### src/rtl/alu_muldiv_sequencer_if.sv
// Bus between the execute stage and the MULTU/DIVU sequencer: request
// handshake, 64-bit result, and the shared ALU input/output bus.
interface alu_muldiv_sequencer_if;
  logic        Start;
  logic        Op;
  logic [31:0] OpA;
  logic [31:0] OpB;
  logic        Busy;
  logic        Done;
  logic [31:0] Hi;
  logic [31:0] Lo;
  logic [3:0]  ALUControl;
  logic [31:0] SrcA;
  logic [31:0] SrcB;
  logic [31:0] ALUResult;

  // Core / ALU side: issues requests and returns the ALU result.
  modport master (
    output Start, Op, OpA, OpB, ALUResult,
    input  Busy, Done, Hi, Lo, ALUControl, SrcA, SrcB
  );

  // Sequencer side.
  modport slave (
    input  Start, Op, OpA, OpB, ALUResult,
    output Busy, Done, Hi, Lo, ALUControl, SrcA, SrcB
  );
endinterface

### src/rtl/alu_muldiv_sequencer.sv
// Multi-cycle unsigned MULTU / DIVU built on the shared combinational ALU.
// MULTU: 32 shift-and-add steps. DIVU: restoring division, one SLTU compare
// and one SUB per quotient bit. Result is returned in Hi/Lo.
module alu_muldiv_sequencer #(
  parameter logic [3:0] ALU_ADD  = 4'b0010,
  parameter logic [3:0] ALU_SUB  = 4'b0110,
  parameter logic [3:0] ALU_SLTU = 4'b1001
) (
  input  logic                        clk,
  input  logic                        rst_n,
  alu_muldiv_sequencer_if.slave       bus
);

  typedef enum logic [2:0] {IDLE, MUL, DIV_CMP, DIV_SUB, DONE} state_t;

  state_t      state;
  state_t      state_nxt;
  logic [31:0] hi;
  logic [31:0] lo;
  logic [31:0] opnd;      // multiplicand M or divisor D, depending on Op
  logic [4:0]  cnt;
  logic        ge;        // partial remainder >= divisor, from DIV_CMP
  logic [3:0]  alu_ctrl;
  logic [31:0] src_a;
  logic [31:0] src_b;
  logic [31:0] shifted;   // partial remainder shifted left by one bit
  logic        top;       // bit shifted out of the partial remainder
  logic        carry;     // carry out of the MUL addition
  logic        last_iter;

  assign shifted   = {hi[30:0], lo[31]};
  assign top       = hi[31];
  assign carry     = (bus.ALUResult < hi);
  assign last_iter = (cnt == 5'd31);

  // State register.
  always_ff @(posedge clk or negedge rst_n) begin
    if (!rst_n) begin
      state <= IDLE;
    end else begin
      // NOTE: sequential state always uses <=, so every flop samples pre-edge values.
      state <= state_nxt;
    end
  end

  // Next-state logic and ALU bus drive; the bus is idle outside MUL/DIV states.
  always_comb begin
    // NOTE: every output gets a default first, so no path can infer a latch.
    state_nxt = state;
    alu_ctrl  = 4'b0000;
    src_a     = '0;
    src_b     = '0;
    unique case (state)
      IDLE: begin
        if (bus.Start) state_nxt = bus.Op ? DIV_CMP : MUL;
      end
      MUL: begin
        alu_ctrl = ALU_ADD;
        src_a    = hi;
        src_b    = lo[0] ? opnd : '0;
        if (last_iter) state_nxt = DONE;
      end
      DIV_CMP: begin
        alu_ctrl  = ALU_SLTU;
        src_a     = shifted;
        src_b     = opnd;
        state_nxt = DIV_SUB;
      end
      DIV_SUB: begin
        alu_ctrl  = ALU_SUB;
        src_a     = shifted;
        src_b     = opnd;
        state_nxt = last_iter ? DONE : DIV_CMP;
      end
      DONE: begin
        state_nxt = IDLE;
      end
      default: state_nxt = IDLE;
    endcase
  end

  // Working registers: operand load on accept, then one step per ALU op.
  always_ff @(posedge clk or negedge rst_n) begin
    if (!rst_n) begin
      hi   <= '0;
      lo   <= '0;
      opnd <= '0;
      cnt  <= '0;
      ge   <= 1'b0;
    end else begin
      unique case (state)
        IDLE: begin
          if (bus.Start) begin
            hi   <= '0;
            lo   <= bus.Op ? bus.OpA : bus.OpB;
            opnd <= bus.Op ? bus.OpB : bus.OpA;
            cnt  <= '0;
          end
        end
        MUL: begin
          {hi, lo} <= {carry, bus.ALUResult, lo[31:1]};
          cnt      <= cnt + 5'd1;
        end
        DIV_CMP: begin
          // When top is set the shifted remainder exceeds 32 bits, so it is
          // necessarily >= D and the wrapped SUB result is the true remainder.
          ge <= top | ~bus.ALUResult[0];
        end
        DIV_SUB: begin
          hi  <= ge ? bus.ALUResult : shifted;
          lo  <= {lo[30:0], ge};
          cnt <= cnt + 5'd1;
        end
        default: ;
      endcase
    end
  end

  assign bus.Busy       = (state != IDLE);
  assign bus.Done       = (state == DONE);
  assign bus.Hi         = hi;
  assign bus.Lo         = lo;
  assign bus.ALUControl = alu_ctrl;
  assign bus.SrcA       = src_a;
  assign bus.SrcB       = src_b;

endmodule

### src/flat_wrapper.sv
// flat-port wrapper written by rule: the top's interface ports become plain ports
module alu_muldiv_sequencer_flat 
#(
  parameter logic [3:0] ALU_ADD  = 4'b0010,
  parameter logic [3:0] ALU_SUB  = 4'b0110,
  parameter logic [3:0] ALU_SLTU = 4'b1001
)
  (clk, rst_n, bus_Start, bus_Op, bus_OpA, bus_OpB, bus_ALUResult, bus_Busy, bus_Done, bus_Hi, bus_Lo, bus_ALUControl, bus_SrcA, bus_SrcB);
  alu_muldiv_sequencer_if bus_i ();
  input  logic clk;
  input  logic rst_n;
  input wire logic [$bits(bus_i.Start)-1:0] bus_Start;
  input wire logic [$bits(bus_i.Op)-1:0] bus_Op;
  input wire logic [$bits(bus_i.OpA)-1:0] bus_OpA;
  input wire logic [$bits(bus_i.OpB)-1:0] bus_OpB;
  input wire logic [$bits(bus_i.ALUResult)-1:0] bus_ALUResult;
  output wire logic [$bits(bus_i.Busy)-1:0] bus_Busy;
  output wire logic [$bits(bus_i.Done)-1:0] bus_Done;
  output wire logic [$bits(bus_i.Hi)-1:0] bus_Hi;
  output wire logic [$bits(bus_i.Lo)-1:0] bus_Lo;
  output wire logic [$bits(bus_i.ALUControl)-1:0] bus_ALUControl;
  output wire logic [$bits(bus_i.SrcA)-1:0] bus_SrcA;
  output wire logic [$bits(bus_i.SrcB)-1:0] bus_SrcB;
  assign bus_i.Start = bus_Start;
  assign bus_i.Op = bus_Op;
  assign bus_i.OpA = bus_OpA;
  assign bus_i.OpB = bus_OpB;
  assign bus_i.ALUResult = bus_ALUResult;
  assign bus_Busy = bus_i.Busy;
  assign bus_Done = bus_i.Done;
  assign bus_Hi = bus_i.Hi;
  assign bus_Lo = bus_i.Lo;
  assign bus_ALUControl = bus_i.ALUControl;
  assign bus_SrcA = bus_i.SrcA;
  assign bus_SrcB = bus_i.SrcB;
  alu_muldiv_sequencer #(.ALU_ADD(ALU_ADD), .ALU_SUB(ALU_SUB), .ALU_SLTU(ALU_SLTU)) u_core (.clk(clk), .rst_n(rst_n), .bus(bus_i));
endmodule
### config.mk
export PLATFORM = sky130hd
export DESIGN_NAME = alu_muldiv_sequencer_flat
export DESIGN_NICKNAME = d
export VERILOG_FILES = /design/src/rtl/alu_muldiv_sequencer_if.sv /design/src/rtl/alu_muldiv_sequencer.sv /design/src/flat_wrapper.sv
export SDC_FILE = /design/constraint.sdc
export NUM_CORES = 1
export LEC_CHECK = 0
export BUFFER_PORTS_ARGS = -buffer_cell sky130_fd_sc_hd__buf_2
export CELL_PAD_IN_SITES_DETAIL_PLACEMENT = 1
export CELL_PAD_IN_SITES_GLOBAL_PLACEMENT = 1
export CORE_ASPECT_RATIO = 1.25
export CORE_MARGIN = 1.5
export CORE_UTILIZATION = 34
export DETAILED_ROUTE_END_ITERATION = 7
export GPL_TIMING_DRIVEN = 0
export PLACE_DENSITY_LB_ADDON = 0.1
export SLEW_MARGIN = 10
export SYNTH_ARGS = -nofsm -noshare
export SYNTH_HDL_FRONTEND = slang
export SYNTH_SLANG_ARGS = --single-unit
export TNS_END_PERCENT = 1
### constraint.sdc
create_clock -name clk -period 1.7 [get_ports clk]
set_input_delay 0.17 -clock clk [delete_from_list [all_inputs] [get_ports clk]]
set_output_delay 0.17 -clock clk [all_outputs]
set_load 0.03 [all_outputs]
==> metrics <==
Worst Min Path Start bus_ALUResult[0]; global-route wire length before repair 41.41 mm; RSZ-0062 raised after global routing yes; Critical Path End Type primary output; antenna viol nets, final 0; pre-CTS WS -0.3871 ns; Worst R2R Setup Slack -0.16 ns; Worst-Skew Late Latency 0.36 ns; max-capacitance violation count 0; Residual DRC 0; multiplexer area fraction after synthesis 0.1406; slew at the pin with the worst max-slew slack 0.5346 ns; DRT iter0 DRCs 240; Crit Path Category reg -> out; Mapped Cells 832; Worst Path Buf+Inv 5; outcome complete, but fails checks; die area 0.02224 mm2; Synth Register Bits 105; hold-critical path depth 2; Critical Path Max Stage Delay 0.40 ns; main flop type after synthesis dfrtp_1; Initial Utilization 0.3475; Die W 133.7 um; clock skew 0.008330 ns; RD Place Congestion 0.7651; Post-Synth XOR/XNOR Area 0.001206; final setup fails 100; share of cells above drive strength 1 0.4145; fmax 0.5076 GHz; TNS Setup -16.61 ns; Clock Tree Root clkbuf_16; Reg clk slew, reported paths 0.08 ns; Mapped Avg Cell Area 8.725 um2; Yosys warnings 0; Critical Path AT 1.80 ns; Slew Limit Fails 0; all-layer global routing usage 0.2337; vias in the first global route 7564; pwr/cell area 1960 mW/mm2; DR pass1 iterations 4; number of antenna diodes 0; Bufs on Longest Clock Path 2; CTS buffer count 9; Post-Synth Simple-Gate Area 0.1456; WP data required 1.53 ns; Compound-Gate Fraction of Synth Area 0.2246; VDD IR-drop max 0.0008671 V; area delta synth->final 39.92%; Worst R2R Path Depth 8; # fillers 2468; CTS Sinks 105; Post-Synth Adder-Cell Area 0.05688; initial antenna violation count 0; RR Endpoint u_core.opnd[15]; Cell Area, Placed 0.008934 mm2; H-tree levels 3; Worst Hold End u_core.ge; static leakage 4.906 nW; worst reg2reg path startpoint u_core.state[2]; DRT Wirelength 25.66 mm; CP startpoint kind register; CORE AREA 0.02089 mm2; CTS tree done; Final Worst Setup Slack -0.2699 ns; most used cell, CP buf_6; WHS 0.07533 ns; distinct cell type count after synthesis 39; Buffers on Ports 232; post-layout instance count excluding filler cells 1374; Tmin final 1.970 ns; period utilisation layout 1.159; Row Count 59; largest family of logic cells by synthesized area compound AO/OA/AOI/OAI gates; # IOs 234; DIE HEIGHT 166.4 um; Via density 5.164; Avg WL per Cell 18.68 um; crit path cell chain buf_6, nor2b_4, buf_6, a21oi_4, buf_6, buf_16, nor2b_1, buf_4; critical-path cell with the highest stage delay dfrtp_1; Finished Cell Area 0.01016 mm2; Nets 1228; CP delay by family, top buffers and inverters; hpwl dp 19.47 mm; largest net degree at the start of global routing 80; Overflow after GRT 0; post-synth net total 965; Syn Std Cell Area 0.007259 mm2; violated checks setup timing; Async SR Flop Fraction 1.000; final hold vios 0; worst hold path type in -> reg; register area share after synthesis 0.3619; EDFF count, synth 0; worst rel slew slack 0.6436; # placed instances 1339; crit-path max FO 7; DR vias 7096
==> worst reg2reg max path, cell delays in order (launching register included) <==
cell     delay [ns]
dfrtp_1        0.40
buf_6          0.13
buf_4          0.12
buf_4          0.14
or3_4          0.40
nor2_8         0.24
buf_6          0.20
nor2_1         0.07
a21oi_2        0.11
==> sequential cells by signal, summed over array words and instances, names as in the netlist <==
register / cells
u_core.bus.Hi: 32
u_core.ge: 1
u_core.opnd: 32
u_core.bus.Lo: 32
u_core.state: 3
u_core.cnt: 5
==> cell usage in the layout (no fill, tap or decap), drive strengths merged, types with 5 or more instances in the layout <==
| cell | instances |
|---|---|
| o211ai | 30 |
| nand4 | 5 |
| inv | 37 |
| nand2 | 121 |
| nor2b | 36 |
| buf | 300 |
| a21oi | 62 |
| mux2 | 32 |
| nor2 | 59 |
| mux2i | 66 |
| ha | 33 |
| dfrtp | 105 |
| a22o | 35 |
| clkbuf | 26 |
| o21ai | 124 |
==> routing by layer <==
layer	vias to the layer above	part of all wire	GRT usage
li1	3439	-	-
met1	3455	0.43	0.2896
met2	179	0.51	0.4190
met3	23	0.049	0.03938
met4	0	0.013	0.05766
met5	-	0	0
==> per-stage QoR <==
step                power, mW  utilization
floorplan               12.55            -
global placement        16.15       0.4260
detailed placement      16.36       0.4276
CTS                     19.90       0.4800
global route            21.35       0.4862
finish                  19.91       0.4862
==> synthesized netlist by cell type, types with 5 or more instances <==
cell / number / area share
nand4_1: 5 / 0.0043
buf_4: 9 / 0.0093
inv_1: 34 / 0.018
a21oi_2: 29 / 0.035
nor2_1: 57 / 0.029
nor2b_1: 36 / 0.031
dfrtp_1: 105 / 0.36
a21oi_1: 33 / 0.023
a22o_1: 35 / 0.042
buf_1: 5 / 0.0026
o21ai_0: 124 / 0.085
buf_2: 26 / 0.018
mux2i_1: 66 / 0.091
buf_6: 8 / 0.012
ha_1: 33 / 0.057
o211ai_1: 30 / 0.031
clkbuf_1: 17 / 0.0088
nand2_1: 121 / 0.063
mux2_2: 32 / 0.050
==> worst max-delay path by stage <==
stage | start | to | slack (ns) | cells past startpoint
4_1_cts | u_core.state[2] | bus_SrcA[3] | -0.30 | 8
3_3_place_gp | rst_n | u_core.bus.Hi[6] | -1.29 | 1
6_report | u_core.state[2] | bus_SrcB[4] | -0.27 | 8
3_5_place_dp | u_core.bus.Hi[30] | u_core.bus.Hi[31] | -0.39 | 7
2_1_floorplan | u_core.state[2] | bus_SrcB[10] | -0.04 | 6
5_1_grt | u_core.state[2] | bus_SrcB[4] | -0.32 | 8
==> timing repair <==
action | 4_1_cts | 5_1_grt
pin swaps | 10 | 16
endpoints found under the hold margin | 26 | 0
gates cloned | 4 | 0
buffers inserted | 12 | 4
setup endpoints to repair | 101 | 161
resized for setup | 191 | 50
hold buffers | 1 | 0
==> cell families after synthesis <==
logic type      Yosys count
compound gates          259
flops                   105
fa+ha+maj                33
buf+inv                 100
simple gates            236
xor+xnor                  1
mux                      98
==> where the power goes <==
part | internal [mW] | switching [mW]
sequential | 3.75 | 1.23
combinational | 5.03 | 7.74
clock | 1.05 | 1.10
total | 9.84 | 10.1
==> final cells by class <==
class                           count  area [um2]  share of cell area
Buffer                             64       486.7             0.04792
Clock buffer                       10       239.0             0.02353
Clock inverter                      6       50.05            0.004927
Inverter                           35       133.9             0.01318
Multi-Input combinational cell    627        4429              0.4361
Sequential cell                   105        2650              0.2609
Tap cell                          274       342.8             0.03375
Timing Repair Buffer              253        1826              0.1797
No activity file was read; power rests on OpenSTA's default activity.
